==> src/rtl/ulpi_pkg.sv <==
// Shared constants for the ULPI register-write engine: widths, TXCMD prefix, idle data and FSM state codes.
package ulpi_pkg;

    localparam int unsigned ULPI_ADDR_W = 6;
    localparam int unsigned ULPI_DATA_W = 8;
    localparam int unsigned STATE_W     = 2;

    localparam logic [1:0]             TXCMD_REGW_PREFIX = 2'b10;
    localparam logic [ULPI_DATA_W-1:0] ULPI_IDLE_DATA    = 8'h00;

    typedef logic [STATE_W-1:0] state_t;

    localparam state_t ST_IDLE  = 2'd0;
    localparam state_t ST_TXCMD = 2'd1;
    localparam state_t ST_DATA  = 2'd2;
    localparam state_t ST_STOP  = 2'd3;

    // Immediate register-write TXCMD byte for a given register address.
    function automatic logic [ULPI_DATA_W-1:0] txcmd_regw(input logic [ULPI_ADDR_W-1:0] addr);
        return {TXCMD_REGW_PREFIX, addr};
    endfunction

endpackage

==> src/rtl/ulpi_reg_write_if.sv <==
// Request and ULPI pad signals of the register-write engine.
// The master modport belongs to the control logic / PHY side, the slave modport to the engine.
interface ulpi_reg_write_if;
    import ulpi_pkg::*;

    logic                   PrW;
    logic                   busy;
    logic [ULPI_ADDR_W-1:0] ADDR;
    logic [ULPI_DATA_W-1:0] REG_VAL;
    logic                   DIR;
    logic                   NXT;
    logic [ULPI_DATA_W-1:0] DATA_I;
    logic [ULPI_DATA_W-1:0] DATA_O;
    logic                   STP;

    modport master (
        output PrW, ADDR, REG_VAL, DIR, NXT, DATA_I,
        input  busy, DATA_O, STP
    );

    modport slave (
        input  PrW, ADDR, REG_VAL, DIR, NXT, DATA_I,
        output busy, DATA_O, STP
    );

endinterface

==> src/rtl/ulpi_reg_write.sv <==
// ULPI immediate register-write engine (TXCMD, data, STP) in the 60 MHz ULPI clock domain.
// Optional build macro ULPI_DIR_ABORT_EN: DIR=1 during TXCMD/DATA aborts and later restarts the write.
module ulpi_reg_write
    import ulpi_pkg::*;
(
    input  logic             clk_ULPI,
    input  logic             rst,
    ulpi_reg_write_if.slave  ulpi
);

    state_t                 state_q, state_d;
    logic [ULPI_ADDR_W-1:0] addr_q, addr_d;
    logic [ULPI_DATA_W-1:0] val_q, val_d;
    logic [ULPI_DATA_W-1:0] data_q, data_d;
    logic                   busy_q, busy_d;
    logic                   stp_q, stp_d;

    // DATA_I is part of the pad interface but this block never turns the bus around.
    logic unused_data_i;
    assign unused_data_i = ^ulpi.DATA_I;

    always_ff @(posedge clk_ULPI or posedge rst) begin
        if (rst) begin
            state_q <= ST_IDLE;
            addr_q  <= '0;
            val_q   <= '0;
            data_q  <= ULPI_IDLE_DATA;
            busy_q  <= 1'b0;
            stp_q   <= 1'b0;
        end else begin
            state_q <= state_d;
            addr_q  <= addr_d;
            val_q   <= val_d;
            data_q  <= data_d;
            busy_q  <= busy_d;
            stp_q   <= stp_d;
        end
    end

    // Next state and next registered outputs.
    always_comb begin
        state_d = state_q;
        addr_d  = addr_q;
        val_d   = val_q;
        data_d  = data_q;
        busy_d  = busy_q;
        stp_d   = 1'b0;

        case (state_q)
            ST_IDLE: begin
                data_d = ULPI_IDLE_DATA;
                if (!busy_q) begin
                    if (ulpi.PrW) begin
                        addr_d = ulpi.ADDR;
                        val_d  = ulpi.REG_VAL;
                        busy_d = 1'b1;
                        if (!ulpi.DIR) begin
                            state_d = ST_TXCMD;
                            data_d  = txcmd_regw(ulpi.ADDR);
                        end
                    end
                end else if (!ulpi.DIR) begin
                    // Request was held off by DIR; start it now from the latched copy.
                    state_d = ST_TXCMD;
                    data_d  = txcmd_regw(addr_q);
                end
            end

            ST_TXCMD: begin
                data_d = txcmd_regw(addr_q);
`ifdef ULPI_DIR_ABORT_EN
                if (ulpi.DIR) begin
                    state_d = ST_IDLE;
                    data_d  = ULPI_IDLE_DATA;
                end else
`endif
                if (ulpi.NXT) begin
                    state_d = ST_DATA;
                    data_d  = val_q;
                end
            end

            ST_DATA: begin
                data_d = val_q;
`ifdef ULPI_DIR_ABORT_EN
                if (ulpi.DIR) begin
                    state_d = ST_IDLE;
                    data_d  = ULPI_IDLE_DATA;
                end else
`endif
                if (ulpi.NXT) begin
                    state_d = ST_STOP;
                    stp_d   = 1'b1;
                    data_d  = ULPI_IDLE_DATA;
                end
            end

            default: begin
                state_d = ST_IDLE;
                data_d  = ULPI_IDLE_DATA;
                busy_d  = 1'b0;
            end
        endcase
    end

    assign ulpi.DATA_O = data_q;
    assign ulpi.STP    = stp_q;
    assign ulpi.busy   = busy_q;

endmodule

==> src/flat_wrapper.sv <==
// flat-port wrapper written by rule: the top's interface ports become plain ports
module ulpi_reg_write_flat import ulpi_pkg::*;
  (clk_ULPI, rst, ulpi_PrW, ulpi_ADDR, ulpi_REG_VAL, ulpi_DIR, ulpi_NXT, ulpi_DATA_I, ulpi_busy, ulpi_DATA_O, ulpi_STP);
  ulpi_reg_write_if ulpi_i ();
  input  logic clk_ULPI;
  input  logic rst;
  input wire logic [$bits(ulpi_i.PrW)-1:0] ulpi_PrW;
  input wire logic [$bits(ulpi_i.ADDR)-1:0] ulpi_ADDR;
  input wire logic [$bits(ulpi_i.REG_VAL)-1:0] ulpi_REG_VAL;
  input wire logic [$bits(ulpi_i.DIR)-1:0] ulpi_DIR;
  input wire logic [$bits(ulpi_i.NXT)-1:0] ulpi_NXT;
  input wire logic [$bits(ulpi_i.DATA_I)-1:0] ulpi_DATA_I;
  output wire logic [$bits(ulpi_i.busy)-1:0] ulpi_busy;
  output wire logic [$bits(ulpi_i.DATA_O)-1:0] ulpi_DATA_O;
  output wire logic [$bits(ulpi_i.STP)-1:0] ulpi_STP;
  assign ulpi_i.PrW = ulpi_PrW;
  assign ulpi_i.ADDR = ulpi_ADDR;
  assign ulpi_i.REG_VAL = ulpi_REG_VAL;
  assign ulpi_i.DIR = ulpi_DIR;
  assign ulpi_i.NXT = ulpi_NXT;
  assign ulpi_i.DATA_I = ulpi_DATA_I;
  assign ulpi_busy = ulpi_i.busy;
  assign ulpi_DATA_O = ulpi_i.DATA_O;
  assign ulpi_STP = ulpi_i.STP;
  ulpi_reg_write u_core (.clk_ULPI(clk_ULPI), .rst(rst), .ulpi(ulpi_i));
endmodule
==> config.mk <==
export PLATFORM = sky130hd
export DESIGN_NAME = ulpi_reg_write_flat
export DESIGN_NICKNAME = d
export VERILOG_FILES = /design/src/rtl/ulpi_pkg.sv /design/src/rtl/ulpi_reg_write_if.sv /design/src/rtl/ulpi_reg_write.sv /design/src/flat_wrapper.sv
export SDC_FILE = /design/constraint.sdc
export NUM_CORES = 1
export LEC_CHECK = 0
export CAP_MARGIN = 20
export CORE_MARGIN = 5
export CORE_UTILIZATION = 40
export CTS_BUF_LIST = sky130_fd_sc_hd__clkbuf_4 sky130_fd_sc_hd__clkbuf_8 sky130_fd_sc_hd__clkbuf_16
export DETAILED_ROUTE_END_ITERATION = 10
export PLACE_DENSITY = 0.69
export SLEW_MARGIN = 10
export SYNTH_ARGS = -nofsm -noshare
export SYNTH_HDL_FRONTEND = slang
export SYNTH_SLANG_ARGS = --single-unit
export TNS_END_PERCENT = 10
==> constraint.sdc <==
create_clock -name clk_ULPI -period 2.7 [get_ports clk_ULPI]
set_input_delay 0.405 -clock clk_ULPI [delete_from_list [all_inputs] [get_ports clk_ULPI]]
set_output_delay 0.405 -clock clk_ULPI [all_outputs]
set_load 0.02 [all_outputs]
* Word level (Yosys, flattened, before mapping)
Cells that the tools add are included.
** Storage, ports and cells
- Output and inout port bits :: 10
- Input port bits :: 27
- Flip-flop bits (word level) :: 26
- Word-level logic and storage cells :: 34
** Operators by class
- Equality and inequality tests :: 5
- Muxes and demuxes :: 18
- Bitwise operators :: 1
- Reduce and logical (&&, ||, !) cells :: 4
** Operator list (number)
- $mux 8 :: 6
- $pmux 8 s3 :: 1
- $mux 2 :: 5
- $pmux 2 s3 :: 1
- $reduce_and 3->1 :: 2
- $mux 1 :: 4
- $ne 2x2->1 const B :: 2
- $ne 3x2->1 const B :: 1
- $eq 2x1->1 const B :: 1
- $eq 2x2->1 const B :: 1
- $logic_not 2->1 :: 1
- $pmux 1 s2 :: 1
- $reduce_or 2->1 :: 1
- $not 1->1 :: 1

* Depth between registers and ports, before layout
- Word-level depth :: 4
- Gate-level depth with buffers :: 6

* Worst setup path after synthesis
No wires, ideal clock.
- Path type :: reg-to-reg
- Start point :: register u_core.state_q[1]
- End point :: register u_core.state_q[1]
- Data arrival time :: 1.412 ns
- Cell stages (with the launch flop) :: 7
- Path slack :: 1.163 ns
- Data required time :: 2.575 ns
- Path through :: dfrtp_1 inv_1 ha_1 buf_2 nor2_1 a2bb2oi_1 mux2_2
** On the way
- Cells in the longest elaborated chain, start to end :: 4
** RTL lines
- start, declared :: line ulpi_reg_write.sv:11 : state_t state_q, state_d;
- start signal, assigned :: line ulpi_reg_write.sv:31 : state_q <= state_d;
- $mux 2 (3 in series)
- $pmux 2 s3 :: line ulpi_reg_write.sv:49 : case (state_q)
Several ways; a longest one is shown, not always the timed one. The select of a mux whose other input is x is not followed.
A chain may end at the register's enable or synchronous reset.

* Worst setup path after layout
- Start point :: register u_core.busy_q, in the netlist u_core.ulpi.busy
- End point :: output ulpi_busy
** RTL lines
- start, declared :: line ulpi_reg_write.sv:15 : logic busy_q, busy_d;
- start signal, assigned :: line ulpi_reg_write.sv:35 : busy_q <= busy_d;
- end, declared :: line flat_wrapper.sv:13 : output wire logic [$bits(ulpi_i.busy)-1:0] ulpi_busy;
No word-level cell between the ends.

==> flow_summary.rst <==
.. list-table::
   :header-rows: 1

   * - Metric
     - Value
   * - Run status
     - completed
   * - Final period utilization
     - 74.6%
   * - Final weighted congestion in routability-driven placement
     - roughly 0.76
   * - Highest clock rate
     - around 0.5 GHz
   * - Post-detailed-placement half-perimeter wirelength
     - roughly 1800 um
   * - Total area of multi-input combinational cells
     - about 580 um2
   * - Worst Clk Skew
     - ~0.0018 ns
   * - Static Leak
     - about 0.73 nW
   * - Slew at the pin closest to its max-slew limit
     - between 0.3 and 0.4 ns
   * - CTS-repair resized insts
     - 0
   * - Family of cells with the greatest summed delay on the critical path
     - buffers and inverters
   * - Die boundary width
     - around 66 um
   * - Origin of the critical flop-to-flop path
     - u_core.state_q[1]$_DFFE_PP0P_
   * - Hold-fix buffers at CTS
     - 0
   * - Post-synthesis cell type count
     - 29
   * - Number of post-CTS setup repair buffers
     - 0
   * - Area enclosed by the die boundary
     - about 0.0044 mm2
   * - Relative slew margins
     - between 70 and 80%
   * - Cell area after technology mapping
     - 0.00127 mm2
   * - Worst hold path class
     - in -> async
   * - Deepest clock path buffer count
     - 2
   * - Power density relative to cell area
     - between 1000 and 1500 mW/mm2
   * - Max stage delay on crit path
     - roughly 0.7 ns
   * - Clock Root Buffer
     - clkbuf_4
   * - Count of nets after finishing
     - 158
   * - Mean area per synthesized cell
     - between 10 and 15 um2
   * - Largest net degree at the start of global routing
     - 27
   * - DRC violations left
     - 0
   * - Router iterations before antenna repair
     - 4
   * - Element type at the critical path end
     - output port
   * - Proportion of layout cells with a drive suffix above 1
     - roughly 20%
   * - Remaining number of nets flagged by the antenna check after routing
     - 0
   * - Gr usage total
     - between 10% and 20%
   * - Count of port buffers added during placement
     - 28
   * - Slew Limit Fails
     - 0
   * - Maximum net fanout on the critical path
     - 14
   * - Global-route wire length before repair
     - roughly 4200 um
   * - Via count of the routed design
     - a little under 900
   * - Peak supply drop
     - around 0.45 mV
   * - Kind of start point of the critical path
     - register
   * - CTS tree
     - yes
   * - Sum of overflow across all layers after global routing
     - 0
   * - H-tree depth
     - 1
   * - Number of endpoints with negative hold slack in the final report
     - 0
   * - Initial Util
     - between 40% and 50%
   * - CTS Sinks
     - 26
   * - Count of yosys warnings during synthesis
     - 0
   * - Total negative slack for setup checks
     - 0 ns
   * - CP Class
     - reg -> out
   * - Std-Cell Rows
     - 20
   * - Vertical extent of the die
     - between 60 and 70 um
   * - Total area of sequential cells
     - between 600 and 700 um2
   * - Post-Synthesis Cells
     - between 90 and 100
   * - Number of clock buffers inserted by TritonCTS
     - 3
   * - Area added between synthesis and finish
     - 28.7%
   * - Initial antenna violation count
     - 0
   * - Series of cell instances along the critical path
     - clkdlybuf4s50_1
   * - Total setup violations reported at the end of the flow
     - 0
   * - Syn nets
     - about 130
   * - DRT Wirelength
     - between 2000 and 3000 um
   * - Sequential area share after synthesis
     - roughly 50%
   * - Post-layout utilization of the core
     - a little over half
   * - Diode count
     - 0
   * - DRC marker count from the first detailed-route iteration
     - 46
   * - Shortest clock period the worst path allows after layout
     - 2.01 ns
   * - Slowest cell on the critical path
     - clkdlybuf4s50_1
   * - Required time reported for the critical path endpoint
     - around 2.3 ns
   * - Total of fill cells in the finished design
     - ~270
   * - Routed vias/inst
     - ~5.2
   * - Routed length per placed instance
     - approximately 15 um
   * - Overall Power
     - 1.78 mW
   * - Max_cap viols
     - 0
   * - Clock slew seen by the registers of the worst setup and hold paths
     - ~0.14 ns
   * - Core area
     - 0.00305 mm2
   * - Buf+Inv Stages, Crit Path
     - 1
   * - Register bit count reported by yosys
     - 26
   * - Top-level port count
     - 37
   * - Vias in the first global route
     - 901
   * - Launching element of the worst setup path
     - u_core.ulpi.busy$_DFFE_PP0N_
   * - Data arrival time of the critical path
     - between 1.5 and 2 ns
   * - Setup repair after global routing missed its margin
     - no
   * - Worst-Skew Late Latency
     - about 0.32 ns
## per-layer routing
metal	share of wire [%]	track usage, %	up-vias
met5	0	0	-
met2	47	20.4	31
met3	7.5	4.55	4
met4	1.5	4.82	0
met1	44	15.4	436
li1	-	-	418
## worst paths after layout
check / end / slack, ns / cells past startpoint
setup / recovery: ulpi_busy / 0.69 / 1
hold / removal: u_core.ulpi.DATA_O[1]$_DFF_PP0_ / 0.42 / 3
setup reg to reg: u_core.state_q[1]$_DFFE_PP0P_ / 1.01 / 5
hold reg to reg: u_core.ulpi.DATA_O[6]$_DFF_PP0_ / 0.52 / 1
max in group asynchronous: u_core.val_q[6]$_DFFE_PP0P_ / 2.04 / 3
min in group clk_ULPI: u_core.ulpi.DATA_O[6]$_DFF_PP0_ / 0.52 / 1
## cell usage after synthesis
master     instances  area share, %
dfrtp_1           26             51
mux2_4            10             12
mux2_2             5            4.4
ha_1               4            3.9
a21boi_0           3            1.8
a21oi_1            3            1.2
a221o_2            3            2.6
a221oi_1           3            2.1
a22oi_1            3            1.8
buf_2              3            1.2
inv_1              3           0.88
nand2_1            3           0.88
nand3b_1           3            1.8
nor2_1             3           0.88
nor2b_1            3            1.5
o32ai_1            3            2.1
and2_1             2           0.98
mux2i_1            2            1.6
o21ai_0            2           0.79
o21bai_1           2            1.2
a2bb2oi_1          1           0.69
a31oi_1            1           0.49
and2b_2            1           0.69
buf_6              1           0.88
clkbuf_1           1           0.29
nand2_4            1           0.88
nand2b_1           1           0.49
o22a_1             1           0.69
or3b_1             1           0.69
## flip-flops by register name, indices dropped and copies added, names as in the netlist
register / flops
u_core.ulpi.busy: 1
u_core.state_q: 2
u_core.ulpi.STP: 1
u_core.val_q: 8
u_core.ulpi.DATA_O: 8
u_core.addr_q: 6
## final cells by class
class,instances,share of cell area (%)
sequential,26,39.7
multi-input combinational,64,35.5
timing repair buffer,29,17.5
tap,44,3.36
clock inverter,1,1.83
clock buffer,3,1.37
inverter,3,0.687
## cells in the final DEF, fill, tap and decap left out
cell type        instances
a21oi_1                  3
nor2_1                   3
nand2_4                  1
nor2b_1                  3
a22oi_1                  3
a2bb2oi_1                1
clkdlybuf4s50_1         28
a31oi_1                  1
o21ai_0                  2
or3b_1                   1
o22a_1                   1
bufinv_16                1
mux2_2                   5
dfrtp_1                 26
a221oi_1                 3
nand2_1                  3
mux2i_1                  2
o21bai_1                 2
inv_1                    3
and2b_2                  1
a21boi_0                 3
mux2_4                  10
o32ai_1                  3
clkbuf_4                 3
nand2b_1                 1
nand3b_1                 3
and2_1                   2
a221o_2                  3
buf_4                    1
ha_1                     4
## where the power goes
group	internal, mW	total (mW)	switching [mW]	leakage (nW)
logic	0.460	0.814	0.353	0.385
clock network	0.150	0.264	0.114	0.0279
registers	0.570	0.700	0.130	0.321
## through the flow
stage	instance area, um2	hold WS, ns	setup WS [ns]	cells
final	1640	0.421	0.687	170
after global routing	1640	0.454	0.574	170
after CTS	1640	0.426	0.665	170
after detailed placement	1590	0.491	0.729	166
after global placement	1590	0.476	0.748	166
after floorplan	1270	0.445	1.16	98
## kinds of logic after synthesis
logic type,after synthesis,share of synthesized area (%)
flops,26,51.0
compound gates,25,15.3
simple gates,18,8.73
mux,17,17.8
buf+inv,8,3.24
fa+ha+maj,4,3.93
Power figures use the tool's default switching activity.
